File: src/rtl/autoplay_driver.sv
// Right-hand-rule maze solver that drives synthetic button presses into the player logic.
// Optional macro AUTOPLAY_MOVE_CHECK_EN: accept a move only when player_pos reaches the latched target.
module autoplay_driver #(
  parameter int PRESS_CYCLES          = 524288,
  parameter int RELEASE_CYCLES        = 524288,
  parameter int MAX_STEPS             = 1023,
  parameter int maze_width            = 8,
  parameter int maze_height           = 8,
  parameter int maze_flat             = maze_width * maze_height - 1,
  parameter int maze_player_dim_split = $clog2(maze_height),
  parameter int maze_player_dim       = $clog2(maze_width) + $clog2(maze_height) - 1
) (
  input  logic                     clk,
  input  logic                     rst,
  input  logic                     start,
  input  logic                     abort,
  input  logic [maze_flat:0]       maze,
  input  logic [maze_player_dim:0] player_pos,
  input  logic                     win,
  output logic                     btnU,
  output logic                     btnD,
  output logic                     btnL,
  output logic                     btnR,
  output logic                     busy,
  output logic                     done,
  output logic                     fail,
  output logic [9:0]               step_count
);

  localparam logic [2:0] S_IDLE    = 3'd0;
  localparam logic [2:0] S_EVAL    = 3'd1;
  localparam logic [2:0] S_PRESS   = 3'd2;
  localparam logic [2:0] S_RELEASE = 3'd3;
  localparam logic [2:0] S_CHECK   = 3'd4;
  localparam logic [2:0] S_DONE    = 3'd5;
  localparam logic [2:0] S_FAIL    = 3'd6;

  localparam logic [1:0] DIR_L = 2'd0;
  localparam logic [1:0] DIR_D = 2'd1;
  localparam logic [1:0] DIR_R = 2'd2;
  localparam logic [1:0] DIR_U = 2'd3;

  localparam int XW      = maze_player_dim - maze_player_dim_split + 1;
  localparam int YW      = maze_player_dim_split;
  localparam int IW      = $clog2(maze_flat + 1);
  localparam int CNT_MAX = (PRESS_CYCLES > RELEASE_CYCLES) ? PRESS_CYCLES : RELEASE_CYCLES;
  localparam int CW      = $clog2(CNT_MAX + 1);

  localparam logic [CW-1:0] PRESS_LAST   = CW'(PRESS_CYCLES - 1);
  localparam logic [CW-1:0] RELEASE_LAST = CW'(RELEASE_CYCLES - 1);
  localparam logic [XW:0]   X_LIM        = maze_width[XW:0];
  localparam logic [YW:0]   Y_LIM        = maze_height[YW:0];
  localparam logic [XW:0]   X_ONE        = {{XW{1'b0}}, 1'b1};
  localparam logic [YW:0]   Y_ONE        = {{YW{1'b0}}, 1'b1};
  localparam logic [IW-1:0] ROW_STRIDE   = maze_width[IW-1:0];
  localparam logic [IW-1:0] MAX_IDX      = maze_flat[IW-1:0];
  localparam logic [9:0]    STEP_LIMIT   = MAX_STEPS[9:0];

  logic [2:0]    r_state;
  logic [1:0]    r_heading;
  logic [1:0]    r_dir;
  logic [1:0]    r_cand;
  logic [CW-1:0] r_cnt;
  logic [9:0]    r_step_count;
  logic [3:0]    r_btn;
  logic          r_busy;
  logic          r_done;
  logic          r_fail;

  logic [2:0]    w_next_state;
  logic [1:0]    w_cand_dir;
  logic [1:0]    w_press_dir;
  logic [XW:0]   w_px;
  logic [YW:0]   w_py;
  logic [XW:0]   w_nx;
  logic [YW:0]   w_ny;
  logic          w_inb;
  logic [IW-1:0] w_idx;
  logic          w_open;
  logic          w_accept;
  logic [9:0]    w_step_inc;
  logic [3:0]    w_btn_next;

  assign w_px       = {1'b0, player_pos[maze_player_dim:maze_player_dim_split]};
  assign w_py       = {1'b0, player_pos[maze_player_dim_split-1:0]};
  // Candidate k of the right-hand sweep is heading-1+k, wrapping in 2 bits.
  assign w_cand_dir = r_heading + 2'd3 + r_cand;
  assign w_step_inc = r_step_count + 10'd1;

  always_comb begin
    w_nx = w_px;
    w_ny = w_py;
    case (w_cand_dir)
      DIR_L:   w_nx = w_px - X_ONE;
      DIR_D:   w_ny = w_py + Y_ONE;
      DIR_R:   w_nx = w_px + X_ONE;
      DIR_U:   w_ny = w_py - Y_ONE;
      default: w_nx = w_px;
    endcase
  end

  // Underflow past 0 wraps to the top of the extra-bit range and fails the bound test.
  assign w_inb  = (w_nx < X_LIM) && (w_ny < Y_LIM);
  assign w_idx  = IW'(w_ny[YW-1:0]) * ROW_STRIDE + IW'(w_nx[XW-1:0]);
  assign w_open = w_inb && (w_idx <= MAX_IDX) && !maze[w_idx];

`ifdef AUTOPLAY_MOVE_CHECK_EN
  logic [XW-1:0] r_tx;
  logic [YW-1:0] r_ty;

  always_ff @(posedge clk or posedge rst) begin
    if (rst) begin
      r_tx <= '0;
      r_ty <= '0;
    end else if (!abort && r_state == S_EVAL && !win && w_open) begin
      r_tx <= w_nx[XW-1:0];
      r_ty <= w_ny[YW-1:0];
    end
  end

  assign w_accept = (player_pos == {r_tx, r_ty});
`else
  assign w_accept = 1'b1;
`endif

  always_comb begin
    w_next_state = r_state;
    if (abort) begin
      w_next_state = S_IDLE;
    end else begin
      case (r_state)
        S_IDLE, S_DONE, S_FAIL: if (start) w_next_state = S_EVAL;
        S_EVAL: begin
          if (win)                 w_next_state = S_DONE;
          else if (w_open)         w_next_state = S_PRESS;
          else if (r_cand == 2'd3) w_next_state = S_FAIL;
        end
        S_PRESS:   if (r_cnt == PRESS_LAST)   w_next_state = S_RELEASE;
        S_RELEASE: if (r_cnt == RELEASE_LAST) w_next_state = S_CHECK;
        S_CHECK: begin
          if (!w_accept)                     w_next_state = S_FAIL;
          else if (win)                      w_next_state = S_DONE;
          else if (w_step_inc == STEP_LIMIT) w_next_state = S_FAIL;
          else                               w_next_state = S_EVAL;
        end
        default: w_next_state = S_IDLE;
      endcase
    end
  end

  // Buttons are computed from the next state so each is a clean register output.
  assign w_press_dir = (r_state == S_EVAL) ? w_cand_dir : r_dir;
  assign w_btn_next  = (w_next_state == S_PRESS) ? (4'b0001 << w_press_dir) : 4'b0000;

  always_ff @(posedge clk or posedge rst) begin
    if (rst) begin
      r_state      <= S_IDLE;
      r_heading    <= DIR_R;
      r_dir        <= DIR_R;
      r_cand       <= 2'd0;
      r_cnt        <= '0;
      r_step_count <= 10'd0;
      r_btn        <= 4'b0000;
      r_busy       <= 1'b0;
      r_done       <= 1'b0;
      r_fail       <= 1'b0;
    end else begin
      r_state <= w_next_state;
      r_btn   <= w_btn_next;
      r_busy  <= (w_next_state != S_IDLE) && (w_next_state != S_DONE) && (w_next_state != S_FAIL);
      r_done  <= (w_next_state == S_DONE);
      r_fail  <= (w_next_state == S_FAIL);
      if (abort) begin
        r_cnt  <= '0;
        r_cand <= 2'd0;
      end else begin
        case (r_state)
          S_IDLE, S_DONE, S_FAIL: begin
            if (start) begin
              r_heading    <= DIR_R;
              r_step_count <= 10'd0;
              r_cand       <= 2'd0;
              r_cnt        <= '0;
            end
          end
          S_EVAL: begin
            if (!win) begin
              if (w_open) begin
                r_dir <= w_cand_dir;
                r_cnt <= '0;
              end else begin
                r_cand <= r_cand + 2'd1;
              end
            end
          end
          S_PRESS:   r_cnt <= (r_cnt == PRESS_LAST)   ? '0 : r_cnt + 1'b1;
          S_RELEASE: r_cnt <= (r_cnt == RELEASE_LAST) ? '0 : r_cnt + 1'b1;
          S_CHECK: begin
            r_cand <= 2'd0;
            if (w_accept) begin
              r_heading    <= r_dir;
              r_step_count <= w_step_inc;
            end
          end
          default: r_cnt <= '0;
        endcase
      end
    end
  end

  assign btnL       = r_btn[0];
  assign btnD       = r_btn[1];
  assign btnR       = r_btn[2];
  assign btnU       = r_btn[3];
  assign busy       = r_busy;
  assign done       = r_done;
  assign fail       = r_fail;
  assign step_count = r_step_count;

endmodule

File: config.mk
export PLATFORM = sky130hd
export DESIGN_NAME = autoplay_driver
export DESIGN_NICKNAME = d
export VERILOG_FILES = /design/src/rtl/autoplay_driver.sv
export SDC_FILE = /design/constraint.sdc
export NUM_CORES = 1
export LEC_CHECK = 0
export ABC_CLOCK_PERIOD_IN_PS = 4800
export BUFFER_PORTS_ARGS = -buffer_cell sky130_fd_sc_hd__buf_4
export CAP_MARGIN = 10
export CORE_MARGIN = 10
export CORE_UTILIZATION = 50
export CTS_BUF_LIST = sky130_fd_sc_hd__clkbuf_8
export CTS_CLUSTER_DIAMETER = 150
export CTS_CLUSTER_SIZE = 16
export DETAILED_ROUTE_END_ITERATION = 6
export PLACE_DENSITY = 0.75
export SLEW_MARGIN = 0
export SYNTH_ARGS = -nofsm -noshare
export SYNTH_HDL_FRONTEND = slang
export SYNTH_SLANG_ARGS = --single-unit
File: constraint.sdc
create_clock -name clk -period 4.8 [get_ports clk]
set_clock_uncertainty 0.1 [all_clocks]
set_input_delay 0.96 -clock clk [delete_from_list [all_inputs] [get_ports clk]]
set_output_delay 0.96 -clock clk [all_outputs]
set_load 0.1 [all_outputs]
# [Word-level counts from Yosys, hierarchy flattened]
# Cells that the tools add are included.
[op_classes] bitwise_logic=2 order_cmp=4 n_shift=1 reduce_logical=17 muxes=31 add_sub_neg=10 n_eq_ne=23
[op_table] cell="20-bit 2-to-1 mux" n=5
[op_table] cell="20-bit one-hot mux with 4 select lines" n=1
[op_table] cell="3-bit 2-to-1 mux" n=9
[op_table] cell="20-bit by 1-bit adder with 20-bit output (second input constant)" n=1
[op_table] cell="20-bit by 19-bit equality test with 1-bit output (second input constant)" n=1
[op_table] cell="10-bit one-hot mux with 2 select lines" n=1
[op_table] cell="3-bit inequality test (second input constant)" n=6
[op_table] cell="4-bit one-hot mux with 2 select lines" n=2
[op_table] cell="3-bit equality test (second input constant)" n=5
[op_table] cell="3-bit one-hot mux with 5 select lines" n=1
[op_table] cell="2-bit 2-to-1 mux" n=6
[op_table] cell="4-bit AND reduction" n=3
[op_table] cell="10-bit by 1-bit adder with 10-bit output (second input constant)" n=1
[op_table] cell="10-bit equality test (second input constant)" n=1
[op_table] cell="10-bit 2-to-1 mux" n=1
[op_table] cell="3-bit by 2-bit equality test with 1-bit output (second input constant)" n=3
[op_table] cell="3-bit by 1-bit adder with 4-bit output (second input constant)" n=2
[op_table] cell="4-bit less-than comparator (second input constant)" n=2
[op_table] cell="3-bit by 1-bit subtractor with 4-bit output (second input constant)" n=2
[op_table] cell="6-bit by 7-bit less-than comparator with 1-bit output (second input constant)" n=1
[op_table] cell="6-bit by 3-bit adder with 6-bit output" n=1
[op_table] cell="1-bit binary-select mux with 6-bit select" n=1
[op_table] cell="2-bit equality test (second input constant)" n=3
[op_table] cell="6-bit <= comparator (second input constant)" n=1
[op_table] cell="22 further kinds" n=28
[totals] word_cells=98 ff_bits=46 out_inout_bits=17 inputBits=75

# [Logic depth before layout (Yosys ltp)]
[logic_depth] ltp_word=16 depth_mapped=18 mapped_depth_nobuf=16

# [Worst setup path after synthesis]
# OpenSTA, ideal clock, no wires.
[synth_timing] path_type="input to register" from="input port player_pos[3]" to="register r_cnt[10]" t_required_ps=4561 path_buffers=6 slack_ps=-40 cell_stages=17 t_arrival_ps=4601 setup_time_ps=139 path_cell_list="buf_6 -> buf_4 -> buf_2 -> buf_2 -> inv_1 -> fa_1 -> buf_1 -> mux4_2 -> nand2_1 -> a21oi_1 -> or4_1 -> nand4_1 -> nand3_1 -> o2bb2ai_2 -> buf_2 -> o311ai_0 -> o21ai_0"
[synth_via] elab_chain_len=9
[synth_lines] element="start: declaration" line_no="18" rtl="input logic [maze_player_dim:0] player_pos,"
[synth_lines] element="3-bit by 1-bit adder with 4-bit output / 3-bit by 1-bit subtractor with 4-bit output (equally long branches)" line_no="96, 94"
[synth_lines] element="4-bit one-hot mux with 2 select lines (*)" line_no="93" rtl="case (w_cand_dir)"
[synth_lines] element="6-bit by 3-bit adder with 6-bit output" line_no="104" rtl="assign w_idx = IW'(w_ny[YW-1:0]) * ROW_STRIDE + IW'(w_nx[XW-1:0]);"
[synth_lines] element="1-bit binary-select mux with 6-bit select" line_no="105" rtl="assign w_open = w_inb && (w_idx <= MAX_IDX) && !maze[w_idx];"
[synth_lines] element="1-bit 2-to-1 mux (not written as such)" line_no="105"
[synth_lines] element="1-bit zero test" line_no="105"
[synth_lines] element="1-bit logical AND (*)" line_no="105"
[synth_lines] element="3-bit inequality test (no source line) (*)"
[synth_lines] element="4-bit AND reduction (no source line) (*)"
[synth_lines] element="end signal: assignment" line_no="196" rtl="S_PRESS: r_cnt <= (r_cnt == PRESS_LAST) ? '0 : r_cnt + 1'b1;"
[synth_lines] element="end signal: assignment" line_no="197" rtl="S_RELEASE: r_cnt <= (r_cnt == RELEASE_LAST) ? '0 : r_cnt + 1'b1;"
[synth_lines] element="end: declaration" line_no="63" rtl="logic [CW-1:0] r_cnt;"
# Every way passes the cells marked *; elsewhere a longest branch is shown, timed or not. The select of a mux whose other input is x is not followed.
# A chain may end at the register's enable or synchronous reset.

# [Worst setup path after layout]
[layout_timing] from="register r_cand[0]" to="register r_cnt[2]"
[layout_via] elab_chain_len=10
[layout_lines] element="start: declaration" line_no="62" rtl="logic [1:0] r_cand;"
[layout_lines] element="start signal: assignment" line_no="192" rtl="r_cand <= r_cand + 2'd1;"
[layout_lines] element="2-bit adder (*)" line_no="87" rtl="assign w_cand_dir = r_heading + 2'd3 + r_cand;"
[layout_lines] element="2-bit equality test, or another cell as far along" line_no="93"
[layout_lines] element="4-bit one-hot mux with 2 select lines" line_no="93"
[layout_lines] element="6-bit by 3-bit adder with 6-bit output" line_no="104"
[layout_lines] element="1-bit binary-select mux with 6-bit select" line_no="105"
[layout_lines] element="1-bit 2-to-1 mux (not written as such)" line_no="105"
[layout_lines] element="1-bit zero test" line_no="105"
[layout_lines] element="1-bit logical AND (*)" line_no="105"
[layout_lines] element="3-bit inequality test (no source line) (*)"
[layout_lines] element="4-bit AND reduction (no source line) (*)"
# Marks and branches as above.

==> metrics list <==
- Number of nets with antenna violations after detailed routing: 0
- Post-layout instance count excluding filler cells: 655
- For this run, design rule violations remaining after detail routing come to 0.
- In this run the register-to-register setup slack is 270 ps.
- Top cells by area in the synthesized netlist: sky130_fd_sc_hd__dfrtp_1 27%, sky130_fd_sc_hd__mux4_2 9.3%, sky130_fd_sc_hd__mux2i_1 9.2%
- Maximum number of pins on one net before global-route repair: 47
* Worst Max-Slew Pin Slew: 1110 ps
- Time the worst path needs with I/O delays and setup: 4535 ps
- Setup slack after placement: 184.5 ps
- Count of pins on the block boundary: 92
- The slowest stage of the critical path belongs to the cell sky130_fd_sc_hd__fa_1.
- The path class of the tightest hold or removal check is reg2reg.
- After clock tree synthesis, the clock-pin slew on the worst setup and hold paths is 80 ps.
- After detailed routing, the number of vias per cell comes to 6.189.
* Maximum achievable frequency: 220.5 MHz
* Via count: 4054
- The tool flagged a number of max-cap violations equal to 0.
- Traced cell by cell, the critical path runs through inv_1 -> ha_1 -> xor2_1 -> xnor2_2 -> nand2b_1 -> inv_1 -> fa_1 -> buf_4 -> mux4_2 -> o211a_1 -> or4_1 -> nand4_1 -> nand3_1 -> o2bb2ai_2 -> o311ai_0 -> o21ai_0.
* Area of the placeable core: 8134 um2
- The die is 110.9 um tall.
- CP Data Required Time: 4860 ps
* Cell taking the most area after synthesis: sky130_fd_sc_hd__dfrtp_1
* Clock net sink count: 46
- 0 antenna diodes ended up in the layout.
- Aggregate routed wire length: 11580 um
- Wire length of the first global-routing pass: 19800 um
- Setup repair after global routing missed its margin: false
* Final worst-path cycle share: 0.9447
- Post-CTS setup buffers: 0
* Number of clock buffers inserted by TritonCTS: 5
* Fraction of the yosys area taken by sequential cells: 0.2793
- Leaving out fill and tap cells, the most frequent cell in the layout is sky130_fd_sc_hd__buf_4.
- Worst path arrival time: 4600 ps
* Global-route congestion overflow total: 0
- Power density over the cells: 422.9 nW/um2
- Combined global-route utilization of all metal layers: 0.1840
* Placed Instance Area: 4858 um2
- For the final routed database, the setup TNS stands at 0 ps.
- Synthesis inferred 46 register bits.
- TritonCTS built the clock tree.
- Pre-Repair DR Iteration Count: 6
- Most frequent cells in the layout: 95 x sky130_fd_sc_hd__buf_4, 44 x sky130_fd_sc_hd__nand2_1, 44 x sky130_fd_sc_hd__dfrtp_1
- Number of warning messages in the yosys log: 0
- The critical path is of the reg2reg type.
- Number of instances on the worst hold path: 2
* Synthesized instance count: 475
- In this run the critical register-to-register path is launched from r_cand[0]$_DFFE_PP0P_.
- For this run, the leading register cell type out of synthesis is sky130_fd_sc_hd__dfrtp_1.
- The number of global-route vias before repair was 4176.
* Area fraction of the dominant cell type after synthesis: 0.2666
- Worst-case headroom to the max-slew limit: 0.2572
- Routed length per placed instance: 17.68 um
* Cells on worst reg2reg path: 16
- The tree is rooted in a sky130_fd_sc_hd__clkbuf_8.
* Run status: completed
- The count of endpoints failing hold in the final timing report is 0.
* Total die area: 12300 um2
- The floorplan has 33 rows.
- At the end of routability-driven placement, the weighted congestion stood at 0.9237.
- Port buffering added 91 buffers.
* Setup violators final: 0
- In this run, post-CTS repair resized a total of 0 instances.
* Netlist area before placement: 4130 um2
- Hold repair after CTS inserted 0 buffers.
* Later-pin clock latency in the skew report: 300 ps
* Category of the worst setup path launch point: flip-flop
- Cell count after placement: 649
- The most critical setup path has its endpoint at r_cnt[2]$_DFFE_PP0P_.
- Post-synthesis async set-or-reset flop share: 1.000
* Final net count: 637
- In this run the critical register-to-register path is captured at r_cnt[2]$_DFFE_PP0P_.
- Synthesized netlist net count: 561
- Number of violations reported at the end of detailed-routing iteration 0: 197
- For this configuration, the core starts out at a cell density of 0.5078.
- CTS built an H-tree with a depth of 2.
- Among the stages of the critical path, the cell type that occurs most often is sky130_fd_sc_hd__inv_1.
- The netlist uses 62 different library cells.
* Dpl hpwl: 8899 um
* Highest ir drop seen on vdd: 0.1985 mV
* Share of post-route cells with drive strength above 1: 0.2436
- Peak per-stage delay on the critical path: 530 ps
- Longest Clk Path Bufs: 2
- Setup slack closes at 265.3 ps.
- The number of antenna violations at the first check in global routing was 0.
* Post-route cell area: 4949 um2
* Largest fanout on the critical path: 17
- Count of flip-flops with a built-in enable after synthesis: 0
- The floorplan step set the die width to 110.9 um.
- In this run the static leakage power is 0.002251 uW.
* Critical Path End Type: flip-flop
* Final Slew Violations: 0
- Share of the core filled with cells: 0.6084
* Critical Path Source: r_cand[0]$_DFFE_PP0P_
- A synthesized cell averages 8.695 um2.
* Syn-to-layout area delta: 19.81%
report_power, final:
| part | internal [uW] | leakage, uW | switching (uW) | total (uW) |
|---|---|---|---|---|
| clock network | 111 | 0.0000431 | 127 | 238 |
| registers | 432 | 0.000629 | 70.2 | 502 |
| logic | 524 | 0.00158 | 828 | 1350 |
per-layer routing:
layer  part of all wire  GRT usage  up-vias
met3              0.075    0.04437       18
met2               0.48     0.3117      164
li1                   -          -     1951
met5                  0          0        -
met1               0.43     0.2216     1921
met4              0.020    0.06337        0
cell usage after synthesis, types with 3 or more instances:
| cell type | n |
|---|---|
| sky130_fd_sc_hd__dfrtp_1 | 44 |
| sky130_fd_sc_hd__nand2_1 | 44 |
| sky130_fd_sc_hd__nor2_1 | 42 |
| sky130_fd_sc_hd__mux2i_1 | 38 |
| sky130_fd_sc_hd__o21ai_0 | 31 |
| sky130_fd_sc_hd__inv_1 | 22 |
| sky130_fd_sc_hd__nand3_1 | 20 |
| sky130_fd_sc_hd__a21oi_1 | 19 |
| sky130_fd_sc_hd__mux4_2 | 17 |
| sky130_fd_sc_hd__clkbuf_1 | 15 |
| sky130_fd_sc_hd__a22oi_1 | 12 |
| sky130_fd_sc_hd__and3_1 | 12 |
| sky130_fd_sc_hd__nor3_1 | 11 |
| sky130_fd_sc_hd__ha_1 | 9 |
| sky130_fd_sc_hd__a31oi_1 | 7 |
| sky130_fd_sc_hd__o211ai_1 | 7 |
| sky130_fd_sc_hd__o311ai_0 | 7 |
| sky130_fd_sc_hd__a211oi_1 | 6 |
| sky130_fd_sc_hd__buf_2 | 6 |
| sky130_fd_sc_hd__or3_1 | 6 |
| sky130_fd_sc_hd__xor2_1 | 6 |
| sky130_fd_sc_hd__and2_1 | 5 |
| sky130_fd_sc_hd__nand2b_1 | 5 |
| sky130_fd_sc_hd__nor2b_1 | 5 |
| sky130_fd_sc_hd__xnor2_1 | 5 |
| sky130_fd_sc_hd__a22o_1 | 4 |
| sky130_fd_sc_hd__a31o_2 | 4 |
| sky130_fd_sc_hd__nand3b_1 | 4 |
| sky130_fd_sc_hd__nand4_1 | 4 |
| sky130_fd_sc_hd__o22ai_1 | 4 |
| sky130_fd_sc_hd__a311o_1 | 3 |
| sky130_fd_sc_hd__a32oi_1 | 3 |
| sky130_fd_sc_hd__buf_1 | 3 |
| sky130_fd_sc_hd__mux2_2 | 3 |
| sky130_fd_sc_hd__o32ai_1 | 3 |
| sky130_fd_sc_hd__or2_2 | 3 |
logic make-up (layout without fill, tap and decap cells):
group / count (synthesis) / after routing / share of synthesized area
buffers and inverters: 49 / 124 / 0.04907
adders and majority gates: 11 / 11 / 0.03696
xor gates and xnor gates: 11 / 11 / 0.02333
and+or+nand+nor: 171 / 171 / 0.2030
DFF: 46 / 46 / 0.2793
muxes: 58 / 58 / 0.1930
AOI/OAI and AO/OA: 129 / 129 / 0.2154
flip-flops by register name, indices dropped and copies added (netlist names):
signal      flops
r_btn           4
fail            1
r_state         3
busy            1
r_dir           2
r_cnt          20
r_cand          2
done            1
step_count     10
r_heading       2
worst min-delay path by stage:
stage | startpoint | to | slack (ps)
final | r_dir[1]$_DFFE_PP1P_ | r_heading[1]$_DFFE_PP1P_ | 400
after CTS | r_dir[1]$_DFFE_PP1P_ | r_heading[1]$_DFFE_PP1P_ | 400
after floorplan | r_cnt[4]$_DFFE_PP0P_ | r_cnt[4]$_DFFE_PP0P_ | 360
after global routing | r_dir[1]$_DFFE_PP1P_ | r_heading[1]$_DFFE_PP1P_ | 410
after global placement | r_cnt[2]$_DFFE_PP0P_ | r_cnt[2]$_DFFE_PP0P_ | 380
after detailed placement | r_dir[1]$_DFFE_PP1P_ | r_heading[1]$_DFFE_PP1P_ | 380
critical path: cells and delay by family (launching register included):
family	cells	cell delay (ps)
AOI/OAI and AO/OA	4	1080
xor gates and xnor gates	2	440
adders and majority gates	2	710
buffers and inverters	3	340
DFF	1	400
muxes	1	320
and+or+nand+nor	4	1010
per-stage QoR:
step                hold WS [ps]  power [uW]
detailed placement         384.8        1835
global placement           381.2        1797
finish                     396.9        2093
floorplan                  356.7        1512
CTS                        396.9        2081
global route               414.9        2254
cell type report:
| class | count | area, um2 |
|---|---|---|
| fill | 716 | 3186 |
| multi-input combinational | 380 | 2781 |
| sequential | 46 | 1154 |
| timing repair buffer | 95 | 713.2 |
| tap | 105 | 131.4 |
| inverter | 23 | 86.33 |
| clock buffer | 6 | 82.58 |
No activity file was read; power rests on OpenSTA's default activity.
